### src/rtl/bcd_pkg.sv
// Shared types and constants for the sequential binary-to-BCD converter.
// Holds the FSM state encoding, the add-3 adjust constants and a digit-count helper.
package bcd_pkg;

  typedef enum logic [1:0] {
    IDLE  = 2'd0,
    SHIFT = 2'd1,
    DONE  = 2'd2
  } state_t;

  localparam logic [3:0] BCD_ADJ_THRESH = 4'd5;
  localparam logic [3:0] BCD_ADJ_ADD    = 4'd3;

  // Decimal digits of 2**bin_w-1, i.e. ceil(bin_w*log10(2)); log10(2) ~ 0.30103.
  function automatic int bcd_digits(input int bin_w);
    return (bin_w * 32'sd30103 + 32'sd99999) / 32'sd100000;
  endfunction

endpackage

### src/rtl/bcd_digit_adj.sv
// Double-dabble digit cell: a BCD digit of 5 or more gets 3 added so that the
// following left shift carries correctly into the next decimal digit.
module bcd_digit_adj
  import bcd_pkg::*;
(
  input  logic [3:0] d,
  output logic [3:0] q
);

  // add-3 when the digit would reach 10 or more after doubling
  always_comb begin
    q = d;
    if (d >= BCD_ADJ_THRESH) begin
      q = d + BCD_ADJ_ADD;
    end else begin
      q = d;
    end
  end

endmodule

### src/rtl/bin_to_bcd_seq.sv
// Multi-cycle binary-to-BCD converter, one double-dabble shift per clock, valid/ready on both sides.
// Optional macro BCD_BLANK_EN adds the registered leading-zero mask output out_blank.
module bin_to_bcd_seq
  import bcd_pkg::*;
#(
  parameter int BIN_W  = 8,
  parameter int DIGITS = 3
) (
  input  logic                  clk,
  input  logic                  rst_n,
  input  logic                  in_valid,
  output logic                  in_ready,
  input  logic [BIN_W-1:0]      in_bin,
  output logic                  out_valid,
  input  logic                  out_ready,
  output logic [4*DIGITS-1:0]   out_bcd,
`ifdef BCD_BLANK_EN
  output logic [DIGITS-1:0]     out_blank,
`endif
  output logic                  out_ovf
);

  localparam int BCD_W = 4 * DIGITS;
  localparam int CNT_W = $clog2(BIN_W + 1);
  localparam logic [CNT_W-1:0] CNT_LOAD = CNT_W'(BIN_W);
  localparam logic [CNT_W-1:0] CNT_ONE  = {{(CNT_W-1){1'b0}}, 1'b1};

  state_t             state_r;
  logic [BIN_W-1:0]   bin_sr_r;
  logic [BCD_W-1:0]   bcd_sr_r;
  logic               ovf_r;
  logic [CNT_W-1:0]   cnt_r;
  logic               in_ready_r;
  logic               out_valid_r;
  logic [BCD_W-1:0]   out_bcd_r;
  logic               out_ovf_r;

  logic [BCD_W-1:0]   bcd_adj_s;
  logic [BCD_W-1:0]   bcd_nxt_s;
  logic [BIN_W-1:0]   bin_nxt_s;
  logic               ovf_nxt_s;

  for (genvar i = 0; i < DIGITS; i++) begin : g_adj
    bcd_digit_adj u_adj (
      .d (bcd_sr_r[4*i +: 4]),
      .q (bcd_adj_s[4*i +: 4])
    );
  end

  // one shift step: adjusted digits and binary register move left together
  always_comb begin
    bcd_nxt_s = {bcd_adj_s[BCD_W-2:0], bin_sr_r[BIN_W-1]};
    bin_nxt_s = {bin_sr_r[BIN_W-2:0], 1'b0};
    ovf_nxt_s = ovf_r | bcd_adj_s[BCD_W-1];
  end

`ifdef BCD_BLANK_EN
  logic [DIGITS-1:0] blank_nxt_s;
  logic [DIGITS-1:0] out_blank_r;
  logic              zero_above_s;

  // digit k is blanked when it and every higher digit of the final result are zero
  always_comb begin
    blank_nxt_s  = '0;
    zero_above_s = 1'b1;
    for (int k = DIGITS - 1; k >= 1; k--) begin
      if (bcd_nxt_s[4*k +: 4] == 4'd0) begin
        zero_above_s = zero_above_s;
      end else begin
        zero_above_s = 1'b0;
      end
      blank_nxt_s[k] = zero_above_s;
    end
  end

  // leading-zero mask is captured together with the result
  always_ff @(posedge clk or negedge rst_n) begin
    if (!rst_n) begin
      out_blank_r <= '0;
    end else if (state_r == SHIFT && cnt_r == CNT_ONE) begin
      out_blank_r <= blank_nxt_s;
    end
  end

  assign out_blank = out_blank_r;
`endif

  // converter FSM with registered handshake outputs and result registers
  always_ff @(posedge clk or negedge rst_n) begin
    if (!rst_n) begin
      state_r     <= IDLE;
      bin_sr_r    <= '0;
      bcd_sr_r    <= '0;
      ovf_r       <= 1'b0;
      cnt_r       <= '0;
      in_ready_r  <= 1'b0;
      out_valid_r <= 1'b0;
      out_bcd_r   <= '0;
      out_ovf_r   <= 1'b0;
    end else begin
      case (state_r)
        IDLE: begin
          if (in_valid && in_ready_r) begin
            bin_sr_r   <= in_bin;
            bcd_sr_r   <= '0;
            ovf_r      <= 1'b0;
            cnt_r      <= CNT_LOAD;
            in_ready_r <= 1'b0;
            state_r    <= SHIFT;
          end else begin
            in_ready_r <= 1'b1;
          end
        end
        SHIFT: begin
          bin_sr_r <= bin_nxt_s;
          bcd_sr_r <= bcd_nxt_s;
          ovf_r    <= ovf_nxt_s;
          cnt_r    <= cnt_r - CNT_ONE;
          if (cnt_r == CNT_ONE) begin
            out_bcd_r   <= bcd_nxt_s;
            out_ovf_r   <= ovf_nxt_s;
            out_valid_r <= 1'b1;
            state_r     <= DONE;
          end
        end
        DONE: begin
          // in_ready stays low here, so no accept can share the output handshake cycle
          if (out_ready) begin
            out_valid_r <= 1'b0;
            in_ready_r  <= 1'b1;
            state_r     <= IDLE;
          end
        end
        default: begin
          state_r     <= IDLE;
          in_ready_r  <= 1'b0;
          out_valid_r <= 1'b0;
        end
      endcase
    end
  end

  assign in_ready  = in_ready_r;
  assign out_valid = out_valid_r;
  assign out_bcd   = out_bcd_r;
  assign out_ovf   = out_ovf_r;

endmodule

### config.mk
export PLATFORM = sky130hd
export DESIGN_NAME = bin_to_bcd_seq
export DESIGN_NICKNAME = d
export VERILOG_FILES = /design/src/rtl/bcd_pkg.sv /design/src/rtl/bcd_digit_adj.sv /design/src/rtl/bin_to_bcd_seq.sv
export SDC_FILE = /design/constraint.sdc
export NUM_CORES = 1
export LEC_CHECK = 0
export BUFFER_PORTS_ARGS = -buffer_cell sky130_fd_sc_hd__buf_2
export CORE_ASPECT_RATIO = 1.25
export CORE_MARGIN = 4
export CORE_UTILIZATION = 60
export DETAILED_ROUTE_END_ITERATION = 6
export GPL_TIMING_DRIVEN = 1
export PLACE_DENSITY_LB_ADDON = 0.2
export SKIP_LAST_GASP = 1
export SYNTH_ARGS = -nofsm -noshare
export SYNTH_HDL_FRONTEND = slang
export SYNTH_SLANG_ARGS = --single-unit
### constraint.sdc
create_clock -name clk -period 2.7 [get_ports clk]
set_input_delay 0.54 -clock clk [delete_from_list [all_inputs] [get_ports clk]]
set_output_delay 0.54 -clock clk [all_outputs]
set_load 0.01 [all_outputs]
# Yosys cells after proc, flatten, opt, wreduce, memory -nomap -nowiden
# Index checks and enable logic that the tools add are counted.
# totals
register_bits	42
latch_bits	0
ramBits	0
mem_bits_ro	0
inputBits	12
out_inout_bits	15
mem_count	0
# classes
n_addsub	4
multipliers	0
n_div	0
n_lt_le_gt_ge	3
n_eq_ne	6
n_shift	0
n_mux	21
bitwise	3
reduce_logical	8
# ops
cell	count
12-bit one-hot mux with 2 select lines	1
4-bit 2-to-1 mux	4
8-bit one-hot mux with 2 select lines	1
4-bit by 2-bit adder with 4-bit output, second input constant	3
4-bit by 3-bit >= comparator with 1-bit output, second input constant	3
12-bit 2-to-1 mux	1
8-bit 2-to-1 mux	1
4-bit one-hot mux with 2 select lines	1
2-bit 2-to-1 mux	3
2-bit != test, second input constant	3
1-bit one-hot mux with 3 select lines	2
2-bit one-hot mux with 3 select lines	1
2-bit AND reduction	3
3-bit AND reduction	2
1-bit 2-to-1 mux	5
4-bit by 1-bit equality test with 1-bit output, second input constant	1
4-bit by 1-bit subtractor with 4-bit output, second input constant	1
2-bit by 1-bit equality test with 1-bit output, second input constant	1
2-bit equality test, second input constant	1
2-bit logical NOT	1
1-bit inverter	2
1-bit one-hot mux with 2 select lines	1
2-bit nonzero test	1
1-bit logical AND	1
1-bit bitwise OR	1

# Logic depth before layout (Yosys ltp)
# Gate-level depths: netlist of the first run.
# logic_depth
ltp_word	4
ltp_mapped	7

# Hierarchy
# Synthesis of the first run repeated with hierarchy kept, for this count alone.
# unflattened
cells_unflattened	182
area_unflattened_um2	2050.7
# by_module_without_submodules
module	instances	cells_per_inst	area_each_um2
bin_to_bcd_seq	1	134	1746.7
bcd_digit_adj	3	16	101.3

# Least setup slack after synthesis of the first run
# No wires, ideal clock.
# synth_path
path_kind	reg-to-reg
start	register bcd_sr_r[8]
end	register out_bcd_r[10], in the netlist out_bcd[10]
setup_ns	0.125
arrival_ns	1.305
path_slack_ns	1.270
path_stages_with_launch	7
path_buffers	0
synth_period_minus_slack_ns	1.430
path_cell_list	dfrtp_1 inv_1 ha_1 nand2b_1 a21oi_2 mux2i_1 mux2_4
# synth_between
elab_chain_len	2
word_cells_on_any_way	3
cone_classes	add/sub: 1; order compare: 1; mux: 1
# synth_lines
item	line	source
start, declared	bin_to_bcd_seq.sv:30	logic [BCD_W-1:0] bcd_sr_r;
start signal, assigned	bin_to_bcd_seq.sv:116	bcd_sr_r <= bcd_nxt_s;
4-bit by 2-bit adder with 4-bit output / 4-bit by 3-bit >= comparator with 1-bit output (equally long branches)	bcd_digit_adj.sv:14, bcd_digit_adj.sv:13	
4-bit 2-to-1 mux *	bcd_digit_adj.sv:13	if (d >= BCD_ADJ_THRESH) begin
end signal, assigned	bin_to_bcd_seq.sv:120	out_bcd_r <= bcd_nxt_s;
end, declared	bin_to_bcd_seq.sv:35	logic [BCD_W-1:0] out_bcd_r;
# Mark *: on every way between the ends. The rest lies on a longest branch, timed or not.
# A chain may end at the register's enable or synchronous reset.

# Worst setup path in the final report of the first run
# layout_path
start	register state_r[1]
end	register out_bcd_r[6], in the netlist out_bcd[6]
# layout_between
elab_chain_len	2
# layout_lines
item	line	source
start, declared	bin_to_bcd_seq.sv:28	state_t state_r;
start signal, assigned	bin_to_bcd_seq.sv:91	state_r <= IDLE;
start signal, assigned	bin_to_bcd_seq.sv:109	state_r <= SHIFT;
start signal, assigned	bin_to_bcd_seq.sv:123	state_r <= DONE;
2-bit by 1-bit equality test with 1-bit output	bin_to_bcd_seq.sv:101	case (state_r)
2-bit AND reduction (no line)	-	
# Every way passes these cells.

==> impl_results.md, run 1 <==
* Crit Path Max Fanout at 22
* CTS tree: built
* Setup_tns at 0 ps
* First-pass GRT wire length at 6.66 mm
* Antenna Cells at 0
* Clk_lat worst skew at 290 ps
* Synthesized Nets at 213
* Router iterations before antenna repair at 5
* Largest cells by area after synthesis: dfrtp_1 (51%), mux2_4 (5.1%), ha_1 (4.8%), nand2_1 (4.2%), a21oi_1 (2.9%)
* Die area at 4470 um^2
* CP Capture Type: flop
* Initial DRC Count at 37
* Number of flops mapped to enable cells by yosys at 0
* Startpoint Class: flop
* Via-per-instance ratio at 5.82
* Clock-pin slew on the worst setup and hold paths at 80 ps
* Die Ht at 73.8 um
* Layout Nets at around 240
* Leak at 0.00111 uW
* Yosys top cell area share at 0.506
* Post-cts resize count at 0
* Worst Tran Pin Value at 900 ps
* CP arrival at 1890 ps
* Dpl hpwl at 2.79 mm
* H-tree depth at 2
* Final setup viols at 0
* Hold Vio Cnt, Final at 0
* Setup slack after layout at 983 ps
* Sequential Power Share at 0.393
* Synth Warn # at 0
* Share of cells above drive strength 1 at 0.256
* Clock Path Buffers at 2
* Power share of the clock group at 0.135
* Worst Skew at 2.31 ps
* Area of the mapped netlist at 2080 um^2
* Switch share at 0.409
* Largest net degree at the start of global routing at 43
* FF+latch count, synth at 42
* Outcome: completed
* Max cap viols at 0
* Antenna Nets Post-Route at 0
* Async SR Flop Fraction at 1.00
* Switching power at 1240 uW
* RSZ-0062 raised after global routing: no
* CTS buffer count at 5
* Final wirelength at 4.01 mm
* F_max at between 500 and 600 MHz
* DIE WIDTH at about 61 um
* Core Util, Final at 0.700
* Dpl ws at 995 ps
* Slew Limit Headroom at 0.400
* Vias in the first global route at approximately 1,500
* Fin crit share at 0.636
* Tmin final at 1720 ps
* Gpl congestion at 0.796
* Final slew viol count at 0
* Detailed-route via count at 1,491
* Worst Path Required at approximately 2900 ps
* Synthesized instance count at 193
* PwrDens at between 1000 and 1500 nW/um^2
* Seq/Total Area, Yosys at 0.506
* CTS Hold Bufs at 0
* Initial antenna violation count at 0
* Clock Sinks at 42
* Predominant post-synthesis flop cell: dfrtp_1
* Worst hold path class: input pin to asynchronous set/reset pin
* Dominant cell type by area after synthesis: dfrtp_1
* Int Power at 1790 uW
* Starting Density at 0.633
* Cell variety after synth at 35
* Clock Tree Root: clkbuf_8
* Gate power share at 0.471
* Postcts setup bufs at 0
* Worst vdd ir at approximately 0.0010 V
* Post-synthesis area per instance at 10.8 um^2
* DRC at 0
* Setup CP Type: flop to flop
* Post-DR wirelength/cell at 15.6 um
* Site Rows at 23
* Port Buffers at 26
* Area delta synth->final at 10.5%
* Num ports at 27
* Congestion Overflow GR at 0
* GRT Total Usage at 0.197
* Core Area at 3280 um^2
-- layout make-up --
class                      count  area, um^2
clock buffer                   7        86.3
clock inverter                 1        5.00
fill                         267         985
inverter                       9        33.8
multi-input combinational    133         936
sequential                    42        1050
tap                           37        46.3
timing repair buffer          27         138
-- per-layer routing --
| layer | wire length, um | GRT usage |
|---|---|---|
| met2 | 1990 | 0.340 |
| met5 | 0 | 0 |
| met3 | 165 | 0.0457 |
| met1 | 1800 | 0.240 |
| met4 | 55 | 0.0578 |
-- stage by stage --
step	instances	cell area, um^2	hold slack, ps	power (uW)
6_report	256	2300	376	3020
5_1_grt	256	2300	449	3250
3_5_place_dp	248	2200	460	2620
4_1_cts	256	2300	401	3040
3_3_place_gp	248	2200	457	2530
2_1_floorplan	193	2080	244	2260
-- state kept, by name (all words and copies together), names as in the netlist --
name,flops
out_bcd,12
ovf_r,1
cnt_r,4
out_valid,1
out_ovf,1
bin_sr_r,8
in_ready,1
bcd_sr_r,12
state_r,2
-- power by group through the flow --
stage                     combinational, uW  sequential, uW  clock (uW)
final                                  1420            1190         409
after global routing                   1580            1230         440
after CTS                              1440            1180         418
after detailed placement               1430            1190           0
after global placement                 1360            1180           0
after floorplan                        1080            1170           0
-- logic make-up after synthesis --
logic type | share of synthesized area
flip-flops | 0.506
buffers and inverters | 0.0434
AO/OA/AOI/OAI | 0.187
adder cells (fa/ha/maj) | 0.0482
XOR/XNOR | 0.0127
multiplexers | 0.0705
AND/OR/NAND/NOR | 0.133
-- worst paths after layout --
check	from	to	slack, ps	cells past startpoint
hold / removal	rst_n	out_bcd[0]	380	1
max in group asynchronous	rst_n	bcd_sr_r[7]	1760	1
hold reg to reg	out_bcd[7]	out_bcd[7]	470	2
setup reg to reg	state_r[1]	out_bcd[6]	980	3
min in group clk	out_bcd[7]	out_bcd[7]	470	2
setup / recovery	state_r[1]	out_bcd[6]	980	3
-- cell usage in the layout, fill, tap and decap left out, drive strengths merged --
| cell type | synthesis | layout |
|---|---|---|
| dfrtp | 42 | 42 |
| buf | 9 | 27 |
| nand2 | 24 | 24 |
| o21ai | 17 | 17 |
| a21oi | 16 | 16 |
| nor2 | 13 | 13 |
| inv | 9 | 9 |
| ha | 8 | 8 |
| mux2 | 8 | 8 |
| a31oi | 7 | 7 |
| nor3b | 7 | 7 |
| a22o | 7 | 7 |
| clkbuf | 0 | 7 |
| nand2b | 5 | 5 |
| o31ai | 3 | 3 |
| a32o | 3 | 3 |
| mux2i | 3 | 3 |
| xnor2 | 3 | 3 |
| o22ai | 3 | 3 |
| and2b | 1 | 1 |
| or2 | 1 | 1 |
| nor3 | 1 | 1 |
| nand3b | 1 | 1 |
| o21a | 1 | 1 |
| a22oi | 1 | 1 |
| clkinv | 0 | 1 |
-- critical path: stages (launching register included) --
cell and delay, ps:
dfrtp_1 490, and2b_4 500, nand2_4 250, mux2_4 350
-- cell usage after synthesis (2+ instances only) --
| cell | instances |
|---|---|
| dfrtp_1 | 42 |
| nand2_1 | 23 |
| a21oi_1 | 12 |
| nor2_1 | 12 |
| o21ai_0 | 11 |
| inv_1 | 9 |
| ha_1 | 8 |
| a31oi_1 | 7 |
| mux2_4 | 7 |
| a22o_1 | 6 |
| buf_2 | 6 |
| nor3b_1 | 6 |
| a21oi_2 | 4 |
| nand2b_1 | 4 |
| o21ai_2 | 4 |
| a32o_1 | 3 |
| mux2i_1 | 3 |
| o22ai_1 | 3 |
| o31ai_1 | 3 |
| xnor2_1 | 3 |
| buf_4 | 2 |
| o21ai_1 | 2 |
Note: power is estimated with default switching activity, not from simulation.
==> run 2: changes to the inputs <==
--- a/config.mk
+++ b/config.mk
@@ -8,7 +8,7 @@
 export BUFFER_PORTS_ARGS = -buffer_cell sky130_fd_sc_hd__buf_2
 export CORE_ASPECT_RATIO = 1.25
 export CORE_MARGIN = 4
-export CORE_UTILIZATION = 60
+export CORE_UTILIZATION = 57
 export DETAILED_ROUTE_END_ITERATION = 6
 export GPL_TIMING_DRIVEN = 1
 export PLACE_DENSITY_LB_ADDON = 0.2
==> constraint.sdc (replaced) <==
create_clock -name clk -period 1.65 [get_ports clk]
set_input_delay 0.33 -clock clk [delete_from_list [all_inputs] [get_ports clk]]
set_output_delay 0.33 -clock clk [all_outputs]
set_load 0.01 [all_outputs]
==> run 2 against run 1 <==
Net effect:
- setup slack worse by 910 ps
- register-to-register slack got worse by 910 ps
- non-clock buffer count up 5
- first-iteration DRC count increased by 46%
- die area increased by 4.6%
- hold slack got worse by 290 ps
- critical path depth grew 3
- clock skew rose by 3.2 ps
- maximum frequency rose by 9.2%
- clock power rose by 94%
- final area up 4.3%
- clock-buffer cell count stayed put
==> impl_results.md, run 2 (synthesis gave the netlist of run 1 again) <==
* Crit Path Max Fanout at 5 (-77%)
* Leak at 0.00114 uW (+2.7%)
* Initial DRC Count at 54 (+46%)
* CP Capture Type: flop
* Max cap viols at 0 (unchanged)
* Post-DR wirelength/cell at 16.0 um (+2.4%)
* Largest net degree at the start of global routing at 43 (unchanged)
* Clk_lat worst skew at 300 ps (about the same)
* Fin area at 2390 um^2 (+4.3%)
* Core Area at 3510 um^2 (+7.1%)
* Area delta synth->final at 15.3%
* CTS tree: built
* Clock-pin slew on the worst setup and hold paths at 80 ps (about the same)
* Router iterations before antenna repair at 5 (unchanged)
* Site Rows at 24 (+4.3%)
* Worst vdd ir at 0.00138 V (+38%)
* Slew Limit Headroom at 0.659 (+0.259)
* PwrDens at 2210 nW/um^2 (+68%)
* Die area at 4680 um^2 (+4.6%)
* Hold Vio Cnt, Final at 0 (unchanged)
* Share of cells above drive strength 1 at 0.290 (+0.0345)
* Final setup viols at 0 (unchanged)
* Layout Nets at 243 (+2.1%)
* Port Buffers at 26 (unchanged)
* Die Ht at 75.5 um (+2.3%)
* CTS Hold Bufs at 0 (unchanged)
* Final slew viol count at 0 (unchanged)
* Clock Sinks at 42 (unchanged)
* Core Util, Final at 0.682 (-0.0182)
* Worst Tran Pin Value at 512 ps (-388 ps)
* Num ports at 27 (unchanged)
* Fin crit share at 0.953 (+0.317)
* Antenna Cells at 0 (unchanged)
* Final wirelength at 4.21 mm (+5.2%)
* Dpl hpwl at 2.94 mm (+5.4%)
* DRC at 0 (unchanged)
* Starting Density at 0.591 (-0.0419)
* DP Area at 2250 um^2 (+2.0%)
* Worst hold path class: input pin to asynchronous set/reset pin
* Clock Tree Root: clkbuf_8
* Clock Path Buffers at 2 (unchanged)
* First-pass GRT wire length at 6.91 mm (+3.8%)
* Gpl congestion at 0.844 (+6.0%)
* Setup_tns at 0 ps (unchanged)
* Most common cell after layout, fill and taps aside: dfrtp_1
* Worst Path Required at 1840 ps (-1040 ps)
* DIE WIDTH at 62.0 um (+2.3%)
* Filler instances at 280 (+4.9%)
* CTS buffer count at 5 (unchanged)
* Outcome: completed
* Most frequent cells in the layout: dfrtp_1 (42), buf_2 (26), nand2_1 (23)
* Detailed-route via count at 1,555 (+4.3%)
* Tmin final at 1570 ps (-145 ps)
* F_max at 636 MHz (+9.2%)
* Via-per-instance ratio at 5.91 (+1.5%)
* Antenna Nets Post-Route at 0 (unchanged)
* RSZ-0062 raised after global routing: no
* Worst Skew at 5.46 ps (+3.15 ps)
* GRT Total Usage at 0.204 (+0.00713)
* Setup CP Type: flop to flop
* H-tree depth at 2 (unchanged)
* Vias in the first global route at 1,507 (-0.40%)
* R2R depth at 6 (+3)
* Congestion Overflow GR at 0 (unchanged)
* Initial antenna violation count at 0 (unchanged)
* Setup slack after layout at 77.9 ps (-905 ps)
* CP arrival at 1760 ps (-130 ps)
* Dpl ws at 31.7 ps (-964 ps)
* Total power draw at 5290 uW (+75%)
* Startpoint Class: flop
[run 2: routing by layer]
layer	share of wire	track usage	wire length (um)
met2	0.54	0.347	2270
met4	0.018	0.0731	74
met5	0	0	0
met1	0.39	0.249	1660
met3	0.050	0.0458	210
[run 2: power by group]
group | switching [uW] | internal [uW]
registers | 423 | 1520
clock network | 342 | 453
logic | 1330 | 1220
[run 2: final timing paths]
path / from / to / slack [ps]
max: bcd_sr_r[4] / out_bcd[6] / 80
min: rst_n / bcd_sr_r[2] / 80
max reg2reg: bcd_sr_r[4] / out_bcd[6] / 80
min reg2reg: out_bcd[7] / out_bcd[7] / 470
max in group asynchronous: rst_n / bin_sr_r[1] / 1210
min in group clk: in_bin[3] / bin_sr_r[3] / 290
[run 2: per-stage QoR]
| step | hold WS [ps] | cells |
|---|---|---|
| floorplan | 34.4 | 193 |
| global placement | 417 | 254 |
| detailed placement | 424 | 254 |
| CTS | 97.3 | 262 |
| global route | 120 | 263 |
| finish | 83.7 | 263 |
[run 2: critical path, stage by stage (launching register included)]
cell      delay, ps
dfrtp_1         440
inv_1           100
ha_2            220
nand2b_1        100
a21oi_2         210
mux2i_1         120
mux2_4          270
[run 2: cell type report]
cell class,count,area [um^2],share of cell area
inverter,9,33.8,0.0141
multi-input combinational,133,967,0.404
tap,39,48.8,0.0204
clock inverter,1,30.0,0.0125
clock buffer,7,76.3,0.0319
timing repair buffer,32,188,0.0784
sequential,42,1050,0.439
[run 2: what timing repair did]
action / in CTS / in global routing
gates resized for setup: 1 / 6
endpoints found under the setup margin: 1 / 11
setup buffers: 0 / 1
pin swaps: 0 / 3
endpoints found under the hold margin: 0 / 0
